--- src/rtl/scratchpath_pkg.sv ---
// Shared address-map helpers, default sizes and IR field positions for the scratchpad register file.
// Optional write-through read bypass is enabled by defining SCRATCHPATH_WR_BYPASS_EN.
package scratchpath_pkg;

    localparam int unsigned NUM_GPR_DEF  = 32;
    localparam int unsigned NUM_TEMP_DEF = 4;
    localparam int unsigned PC_STEP_DEF  = 4;

    function automatic int unsigned addr_pc(input int unsigned num_gpr);
        return num_gpr;
    endfunction

    function automatic int unsigned addr_temp0(input int unsigned num_gpr);
        return num_gpr + 1;
    endfunction

    function automatic int unsigned addr_ir(input int unsigned num_gpr, input int unsigned num_temp);
        return num_gpr + num_temp + 1;
    endfunction

    // Default map
    localparam int unsigned ADDR_PC    = NUM_GPR_DEF;
    localparam int unsigned ADDR_TEMP0 = NUM_GPR_DEF + 1;
    localparam int unsigned ADDR_IR    = NUM_GPR_DEF + NUM_TEMP_DEF + 1;
    localparam int unsigned ADDR_LAST  = ADDR_IR;

    localparam int unsigned IR_OP_HI_MSB = 31;
    localparam int unsigned IR_OP_HI_LSB = 30;
    localparam int unsigned IR_RD_MSB    = 29;
    localparam int unsigned IR_RD_LSB    = 25;
    localparam int unsigned IR_OP_LO_MSB = 24;
    localparam int unsigned IR_OP_LO_LSB = 19;
    localparam int unsigned IR_RS1_MSB   = 18;
    localparam int unsigned IR_RS1_LSB   = 14;
    localparam int unsigned IR_I_BIT     = 13;
    localparam int unsigned IR_RS2_MSB   = 4;
    localparam int unsigned IR_RS2_LSB   = 0;

endpackage

--- src/rtl/scratchpath_scoreboard.sv ---
// Busy-bit scoreboard: reserve/clear with reserve priority, sticky double-reserve error, A/B busy reads.
// With SCRATCHPATH_WR_BYPASS_EN a same-cycle clearing write hides the busy bit on the read ports.
module scratchpath_scoreboard #(
    parameter int unsigned NumRegs   = 38,
    parameter int unsigned AddrWidth = 6
) (
    input  logic                 clk_i,
    input  logic                 rst_i,
    input  logic                 wr_en_i,
    input  logic [AddrWidth-1:0] wr_addr_i,
    input  logic                 clr_busy_i,
    input  logic                 rsv_valid_i,
    input  logic [AddrWidth-1:0] rsv_addr_i,
    input  logic [AddrWidth-1:0] rda_addr_i,
    input  logic [AddrWidth-1:0] rdb_addr_i,
    output logic                 rda_busy_o,
    output logic                 rdb_busy_o,
    output logic                 rsv_err_o
);

    logic [NumRegs-1:0] busy_q, busy_d;
    logic               rsv_err_q, rsv_err_d;

    always_comb begin
        busy_d    = busy_q;
        rsv_err_d = rsv_err_q;
        busy_d[0] = 1'b0;
        for (int i = 1; i < NumRegs; i++) begin
            if (wr_en_i && clr_busy_i && wr_addr_i == AddrWidth'(i)) begin
                busy_d[i] = 1'b0;
            end
            // Reserve wins over a same-cycle clear
            if (rsv_valid_i && rsv_addr_i == AddrWidth'(i)) begin
                busy_d[i] = 1'b1;
                if (busy_q[i]) begin
                    rsv_err_d = 1'b1;
                end
            end
        end
    end

    always_comb begin
        rda_busy_o = 1'b0;
        rdb_busy_o = 1'b0;
        for (int i = 0; i < NumRegs; i++) begin
            if (rda_addr_i == AddrWidth'(i)) rda_busy_o = busy_q[i];
            if (rdb_addr_i == AddrWidth'(i)) rdb_busy_o = busy_q[i];
        end
`ifdef SCRATCHPATH_WR_BYPASS_EN
        if (wr_en_i && clr_busy_i && rda_addr_i == wr_addr_i) rda_busy_o = 1'b0;
        if (wr_en_i && clr_busy_i && rdb_addr_i == wr_addr_i) rdb_busy_o = 1'b0;
`endif
    end

    assign rsv_err_o = rsv_err_q;

    always_ff @(posedge clk_i) begin
        if (rst_i) begin
            busy_q    <= '0;
            rsv_err_q <= 1'b0;
        end else begin
            busy_q    <= busy_d;
            rsv_err_q <= rsv_err_d;
        end
    end

endmodule

--- src/rtl/scratchpath_regfile_sb.sv ---
// Scratchpad register file: GPRs (r0 constant), PC, temporaries and IR with two async reads,
// one sync write, PC auto-increment, IR decode and busy scoreboard. Option: SCRATCHPATH_WR_BYPASS_EN.
module scratchpath_regfile_sb
    import scratchpath_pkg::*;
#(
    parameter int unsigned       DATAWIDTH_BUS        = 32,
    parameter int unsigned       NUM_GPR              = NUM_GPR_DEF,
    parameter int unsigned       NUM_TEMP             = NUM_TEMP_DEF,
    parameter int unsigned       ADDR_WIDTH           = 6,
    parameter logic [DATAWIDTH_BUS-1:0] DATA_REGFIXED_INIT_0 = '0,
    parameter int unsigned       PC_STEP              = PC_STEP_DEF
) (
    input  logic                     uDataPath_CLOCK_50,
    input  logic                     uDATAPATH_RESET_InHigh,
    input  logic                     Wr_InLow,
    input  logic [ADDR_WIDTH-1:0]    Wr_Addr,
    input  logic [DATAWIDTH_BUS-1:0] Wr_Data,
    input  logic                     Wr_ClrBusy,
    input  logic                     Rsv_Valid,
    input  logic [ADDR_WIDTH-1:0]    Rsv_Addr,
    input  logic                     PC_Inc,
    input  logic [ADDR_WIDTH-1:0]    RdA_Addr,
    input  logic [ADDR_WIDTH-1:0]    RdB_Addr,
    output logic [DATAWIDTH_BUS-1:0] RdA_Data,
    output logic [DATAWIDTH_BUS-1:0] RdB_Data,
    output logic                     RdA_Busy,
    output logic                     RdB_Busy,
    output logic [7:0]               IR_OP,
    output logic [4:0]               IR_RD,
    output logic [4:0]               IR_RS1,
    output logic                     IR_IR13,
    output logic [4:0]               IR_RS2,
    output logic                     Rsv_Err
);

    localparam int unsigned AddrPc  = addr_pc(NUM_GPR);
    localparam int unsigned AddrIr  = addr_ir(NUM_GPR, NUM_TEMP);
    localparam int unsigned NumRegs = AddrIr + 1;

    logic [DATAWIDTH_BUS-1:0] regs_q [NumRegs];
    logic [DATAWIDTH_BUS-1:0] regs_d [NumRegs];
    logic                     wr_en;

    // r0 and unmapped addresses never take a write
    assign wr_en = !Wr_InLow && (Wr_Addr != '0) && (Wr_Addr <= ADDR_WIDTH'(AddrIr));

    always_comb begin
        regs_d = regs_q;
        if (PC_Inc) begin
            regs_d[AddrPc] = regs_q[AddrPc] + DATAWIDTH_BUS'(PC_STEP);
        end
        for (int i = 1; i < NumRegs; i++) begin
            if (wr_en && Wr_Addr == ADDR_WIDTH'(i)) regs_d[i] = Wr_Data;
        end
    end

    always_ff @(posedge uDataPath_CLOCK_50) begin
        if (uDATAPATH_RESET_InHigh) begin
            for (int i = 0; i < NumRegs; i++) begin
                regs_q[i] <= (i == 0) ? DATA_REGFIXED_INIT_0 : '0;
            end
        end else begin
            regs_q <= regs_d;
        end
    end

    always_comb begin
        RdA_Data = '0;
        RdB_Data = '0;
        for (int i = 0; i < NumRegs; i++) begin
            if (RdA_Addr == ADDR_WIDTH'(i)) RdA_Data = regs_q[i];
            if (RdB_Addr == ADDR_WIDTH'(i)) RdB_Data = regs_q[i];
        end
`ifdef SCRATCHPATH_WR_BYPASS_EN
        if (wr_en && RdA_Addr == Wr_Addr) RdA_Data = Wr_Data;
        if (wr_en && RdB_Addr == Wr_Addr) RdB_Data = Wr_Data;
`endif
    end

    assign IR_OP   = {regs_q[AddrIr][IR_OP_HI_MSB:IR_OP_HI_LSB],
                      regs_q[AddrIr][IR_OP_LO_MSB:IR_OP_LO_LSB]};
    assign IR_RD   = regs_q[AddrIr][IR_RD_MSB:IR_RD_LSB];
    assign IR_RS1  = regs_q[AddrIr][IR_RS1_MSB:IR_RS1_LSB];
    assign IR_IR13 = regs_q[AddrIr][IR_I_BIT];
    assign IR_RS2  = regs_q[AddrIr][IR_RS2_MSB:IR_RS2_LSB];

    scratchpath_scoreboard #(
        .NumRegs   (NumRegs),
        .AddrWidth (ADDR_WIDTH)
    ) u_scoreboard (
        .clk_i       (uDataPath_CLOCK_50),
        .rst_i       (uDATAPATH_RESET_InHigh),
        .wr_en_i     (wr_en),
        .wr_addr_i   (Wr_Addr),
        .clr_busy_i  (Wr_ClrBusy),
        .rsv_valid_i (Rsv_Valid),
        .rsv_addr_i  (Rsv_Addr),
        .rda_addr_i  (RdA_Addr),
        .rdb_addr_i  (RdB_Addr),
        .rda_busy_o  (RdA_Busy),
        .rdb_busy_o  (RdB_Busy),
        .rsv_err_o   (Rsv_Err)
    );

endmodule
--- config.mk ---
export PLATFORM = sky130hd
export DESIGN_NAME = scratchpath_regfile_sb
export DESIGN_NICKNAME = d
export VERILOG_FILES = /design/src/rtl/scratchpath_pkg.sv /design/src/rtl/scratchpath_scoreboard.sv /design/src/rtl/scratchpath_regfile_sb.sv
export SDC_FILE = /design/constraint.sdc
export NUM_CORES = 2
export LEC_CHECK = 0
export CAP_MARGIN = 10
export CORE_MARGIN = 8
export CORE_UTILIZATION = 57
export CTS_CLUSTER_SIZE = 14
export DETAILED_ROUTE_END_ITERATION = 8
export HOLD_SLACK_MARGIN = 0.05
export PLACE_DENSITY = 0.86
export SYNTH_ARGS = -nofsm -noshare
export SYNTH_HDL_FRONTEND = slang
export SYNTH_SLANG_ARGS = --single-unit
--- constraint.sdc ---
create_clock -name uDataPath_CLOCK_50 -period 2.6 [get_ports uDataPath_CLOCK_50]
set_input_delay 0.39 -clock uDataPath_CLOCK_50 [delete_from_list [all_inputs] [get_ports uDataPath_CLOCK_50]]
set_output_delay 0.39 -clock uDataPath_CLOCK_50 [all_outputs]
set_load 0.02 [all_outputs]
==> results.txt, run 1 <==
----------------------------------------------------
[Status]
  Stopping stage ... global routing (5_1_grt)
  Status ... did not finish
  Error Message ... [ERROR GRT-0232] Routing congestion too high. Check the congestion heatmap in the GUI.

[Synthesis]
  Mean post-synth cell area ... a little over 7 sq um
  Count of flip-flops with a built-in enable after synthesis ... 0
  Cell accounting for the most synthesized area ... dfxtp_1
  FF+latch count, synth ... 1222
  Most common flop cell mapped by yosys ... dfxtp_1
  Post-Syn Area ... approximately 65000 sq um
  Proportion of netlist area held by the largest area contributor ... 37.5%
  Synth area leaders ... dfxtp_1, nand2_1, a21oi_1
  Seq/Total Area, Yosys ... 37.5%
  Post-Syn Nets ... roughly 9000
  Yosys warning total ... 0
  Synth Instances ... just over 9000
  Number of distinct library cells after synthesis ... 96
  Post-synth ARST share ... 0%

[Die]
  I/O pin count ... 153
  Initial standard-cell utilization of the core ... a little under three fifths
  Floorplan row count ... 124
  Width of the chip ... between 300 and 400 um
  Die Height ... 354 um

[Clock network]
  Root buf cell ... clkbuf_16
  H-tree depth reported by CTS ... 4
  Number of buffers created by CTS ... about 140
  Worst-case clock buffer depth ... 3
  TritonCTS sink count ... 1222

[Placed design]
  Inst Count DP ... 11600
  Port Buffer Count ... about 150
  Final weighted congestion in routability-driven placement ... 1.22
  Total placed instance area ... slightly above 80000 sq um
  Half-perimeter wire length after detailed placement ... 274000 um

[Global route]
  Pin count of the biggest net entering global routing ... 104
  Gr ovfl total ... 754
  Total track usage ... 82.6%

----------------------------------------------------
[timing repair]
item,in CTS
pin swaps,302
endpoints found under the hold margin,10
buffers inserted,161
gates cloned,14
setup endpoints to repair,66
gates resized for setup,1319
hold buffers,2
[Yosys cell counts (11+ instances only)]
cell type and count:
a2111oi_0 19, a211o_1 13, a211oi_1 53, a21o_1 17, a21oi_1 1607, a221oi_1 68, a222oi_1 22, a22o_1 23
a22oi_1 224, a2bb2oi_1 16, a311oi_1 17, a31oi_1 55, and2_1 14, and3_1 26, buf_1 32, buf_2 162
buf_4 45, clkbuf_1 676, dfxtp_1 1222, inv_1 21, mux2_2 111, mux2i_1 171, mux4_2 46, nand2_1 2674
nand2b_1 17, nand3_1 96, nand4_1 55, nor2_1 459, nor2b_1 19, nor3_1 58, nor4_1 21, o2111ai_1 16
o211ai_1 39, o21a_1 15, o21ai_0 427, o21ai_1 14, o21bai_1 11, o221ai_1 101, o22a_1 19, o22ai_1 207
o2bb2ai_1 15, o32ai_1 18, or3_1 22, xor2_1 12
[per-layer routing]
| metal | GRT overflow | GRT usage, % |
|---|---|---|
| met3 | 121 | 76.9 |
| met2 | 268 | 90.6 |
| met4 | 215 | 77.3 |
| met5 | 36 | 65.2 |
| met1 | 114 | 83.1 |
[stage by stage]
step	worst slack, ps	hold WS, ps	utilization [%]
floorplan	-134	436	-
global placement	-2440	442	70.9
detailed placement	-2370	451	70.9
CTS	-977	57.6	79.7
[cells by family after synthesis]
logic type	synth area share (%)
and+or+nand+nor	22.1
AOI/OAI and AO/OA	28.0
DFF	37.5
buffers and inverters	6.01
muxes	6.12
xor gates and xnor gates	0.295
adders and majority gates	0.0192
==> run 2, diff against run 1 <==
--- a/config.mk
+++ b/config.mk
@@ -7,11 +7,9 @@
 export LEC_CHECK = 0
 export CAP_MARGIN = 10
 export CORE_MARGIN = 8
-export CORE_UTILIZATION = 57
-export CTS_CLUSTER_SIZE = 14
+export CORE_UTILIZATION = 40
 export DETAILED_ROUTE_END_ITERATION = 8
-export HOLD_SLACK_MARGIN = 0.05
-export PLACE_DENSITY = 0.86
+export PLACE_DENSITY_LB_ADDON = 0.15
 export SYNTH_ARGS = -nofsm -noshare
 export SYNTH_HDL_FRONTEND = slang
 export SYNTH_SLANG_ARGS = --single-unit
==> constraint.sdc (replaced) <==
create_clock -name uDataPath_CLOCK_50 -period 3.4 [get_ports uDataPath_CLOCK_50]
set_input_delay 0.51 -clock uDataPath_CLOCK_50 [delete_from_list [all_inputs] [get_ports uDataPath_CLOCK_50]]
set_output_delay 0.51 -clock uDataPath_CLOCK_50 [all_outputs]
set_load 0.02 [all_outputs]
==> run 2 against run 1 <==
Net effect:
- area after synthesis is the same
- synthesized cell count is the same
- the flow now finishes, with violations (DRC, setup timing)
==> results.txt, run 2 <==
----------------------------------------------------
[Layout]
  Number of flip-flops in the largest register ... approximately 1200
  Net count of the finished layout ... a little over 10000
  Fraction of final layout cells with drive strength greater than 1 ... 29.6%
  Layout overhead on the synthesized area ... 44.4%
  FILL cells ... 15000
  Most common cell after layout, fill and taps aside ... nand2_1
  Core occupancy in the finished layout ... 58.1%
  Most flop-heavy register ... regs_q
  Leading cell types in the layout, fill and taps excluded ... nand2_1, a21oi_1, buf_4, dfxtp_1, nor2_1

[Global route]
  Vias in the first global route ... between 70000 and 80000
  Wire length of the first global-routing pass ... 616000 um
  Gr ovfl total ... 0
  Pin count of the biggest net entering global routing ... 122
  Total track usage ... 48.8%
  Initial antenna violation count ... 12

[STA]
  Headroom to the max-slew limit ... 15.6%
  Final worst-path setup slack ... -539 ps
  Final critical path time including I/O delays and setup ... 3940 ps
  Total count of max-transition violations in the final report ... 0
  Setup tns final ... -21800 ps
  Final hold vios ... 0
  Clock skew ... 10.6 ps
  Transition time at the pin with the least slew margin ... 1270 ps
  Final worst path period share ... 116%
  Fmax ... around 250 MHz
  Setup repair after global routing missed its margin ... true
  Setup violation total in the final timing report ... 66

[Critical path]
  Cells traversed along the worst timing path ... buf_6, buf_8, buf_12, buf_12, buf_6, nor4b_4, o211ai_1, nand4_1, buf_4, a21oi_4, a2111oi_4, o221ai_4, a22o_1, a41oi_2, buf_6, buf_6
  Cell with the largest stage delay on the worst path ... a2111oi_4
  Slowest cell delay on critical path ... 550 ps
  Most frequent cell on the critical path ... buf_6
  Minimum setup slack among reg-to-reg paths ... about 450 ps
  RR Endpoint ... regs_q[191]
  Crit path capture ... RdA_Data[3]
  Startpoint kind of the worst setup timing path ... input pin
  CP startpoint ... RdA_Addr[5]
  Highest net fanout along the worst path ... 4
  Worst R2R Path Depth ... 9
  Worst EP required ... roughly 2900 ps
  Critical path class ... input pin to output pin
  Data arrival time of the critical path ... 3430 ps
  RR Startpoint ... regs_q[165]
  Crit. End Element ... output pin

[Routing]
  Routed Antenna Nets ... 0
  Vias ... 84800
  WL/cell ... 36.5 um
  Post-route DRC violation count ... 2
  Total Routed Length ... 458000 um
  Starting DRT DRC Count ... 15900
  Drt pass-1 iters ... 9
  Vias per cell ... approximately 6.8

[Die]
  I/O pin count ... 153
  Die Height ... between 400 and 500 um
  Total die area ... 176000 sq um
  Initial standard-cell utilization of the core ... 40.2%
  Core area ... 162000 sq um
  Floorplan row count ... 148
  Width of the chip ... 420 um

[Synthesis]
  Synth Instances ... about 9100
  Post-Syn Nets ... 9196
  Yosys warning total ... 0
  Commonest cells post-synth ... nand2_1, a21oi_1, dfxtp_1
  FF+latch count, synth ... 1222
  Synth area leaders ... dfxtp_1, nand2_1, a21oi_1
  Seq/Total Area, Yosys ... 37.5%
  Proportion of netlist area held by the largest area contributor ... 37.5%
  Mean post-synth cell area ... 7.15 sq um
  Number of distinct library cells after synthesis ... 96
  Cell accounting for the most synthesized area ... dfxtp_1
  Post-synth ARST share ... 0%
  Dominant cell by count in the synthesized netlist ... nand2_1
  Post-Syn Area ... ~65000 sq um
  Count of flip-flops with a built-in enable after synthesis ... 0
  Most common flop cell mapped by yosys ... dfxtp_1

[Pwr]
  Fraction of power spent switching nets ... between 20% and 30%
  Worst IR drop on VDD ... 594 uV
  Combinational power share ... roughly 15%
  Clock network fraction of design power ... 45.5%
  Total internal power ... about 26 mW
  Net switching power ... 10.6 mW
  Power per standard cell area ... 388 nW/um^2
  Sequential power share ... between 30% and 40%
  Total power ... between 30 and 40 mW
  Reported leakage power ... 34.1 nW

[Placed design]
  Port Buffer Count ... between 150 and 200
  Placement-stage worst setup slack ... -2090 ps
  Half-perimeter wire length after detailed placement ... 318000 um
  Final weighted congestion in routability-driven placement ... 1.06

[Status]
  Status ... finished, violations left
  Failing checks ... DRC, setup timing

[Clock network]
  TritonCTS clock tree ... built
  Post-CTS Hold Fix Bufs ... 0
  Number of buffers created by CTS ... 146
  Worst-case clock buffer depth ... 3
  H-tree depth reported by CTS ... 4
  Clock edge transition at the registers on the reported setup and hold paths ... 60 ps
  Root buf cell ... clkbuf_16
  Worst skew pair latency ... 830 ps
  TritonCTS sink count ... ~1200

[Flow run]
  Max capacitance violation total ... 0

[Hold path]
  Hold WC Path Type ... input pin to flip-flop

----------------------------------------------------
[run 2: cell counts after synthesis]
Identical to the previous run, type by type.
[run 2: cell families after synthesis]
kind of cell             Yosys count  synth area share (%)
adder cells (fa/ha/maj)            1                0.0192
AND/OR/NAND/NOR                 3540                  22.1
multiplexers                     328                  6.12
flip-flops                      1222                  37.5
AO/OA/AOI/OAI                   3080                  28.0
buffers and inverters            940                  6.01
XOR/XNOR                          22                 0.295
[run 2: area by class of cell]
| class | instances | area [sq um] | share of cell area (%) |
|---|---|---|---|
| multi-input cells | 6971 | 42600 | 45.2 |
| flip-flops and latches | 1222 | 24500 | 26.0 |
| repair buffers | 1900 | 19400 | 20.5 |
| clock buffers | 217 | 4340 | 4.61 |
| well taps | 2175 | 2720 | 2.89 |
| clock inverters | 42 | 567 | 0.601 |
| inverters | 22 | 92.6 | 0.0982 |
| diodes | 9 | 22.5 | 0.0239 |
[run 2: worst max-delay path, delay by kind of cell]
family	cells	cell delay (ps)
buffers and inverters	8	980
AO/OA/AOI/OAI	6	1500
AND/OR/NAND/NOR	2	420
[run 2: per-stage QoR]
stage,std cells,hold WS (ps),cell area (sq um)
final,12600,144,94300
after floorplan,9133,436,65300
after CTS,12400,107,90600
after global routing,12500,135,94300
after detailed placement,12000,450,78600
after global placement,12000,444,78600
[run 2: worst min path at each step]
stage	start	endpoint	slack (ps)	cells past startpoint
after floorplan	regs_q[534]	regs_q[534]	440	2
after global placement	regs_q[534]	regs_q[534]	440	2
after detailed placement	regs_q[749]	regs_q[749]	450	2
after CTS	uDATAPATH_RESET_InHigh	regs_q[808]	110	2
after global routing	uDATAPATH_RESET_InHigh	regs_q[808]	140	2
final	uDATAPATH_RESET_InHigh	regs_q[808]	140	2
[run 2: per-layer routing]
metal  global-route usage (%)  part of all wire, %  up-vias
met2                     66.5                   38     7785
met3                     18.7                   16     1813
met4                     28.9                  8.4       16
met5                        0                0.020        -
met1                     64.7                   38    40700
li1                         -                    -    34500
[run 2: power by group through the flow]
stage          Combinational, mW  Clock (mW)  Sequential [mW]
2_1_floorplan               1.73           0             14.7
5_1_grt                     5.42        17.1             14.4
3_5_place_dp                4.27           0             14.8
6_report                    5.48        16.7             14.5
3_3_place_gp                4.27           0             14.8
4_1_cts                     4.94        16.6             14.4
[run 2: repair_timing]
action	in CTS	in global routing
buffers inserted	220	179
setup endpoints to repair	66	66
pin swaps	346	359
gates cloned	15	8
resized for setup	1391	579
No activity file was read; power rests on OpenSTA's default activity.
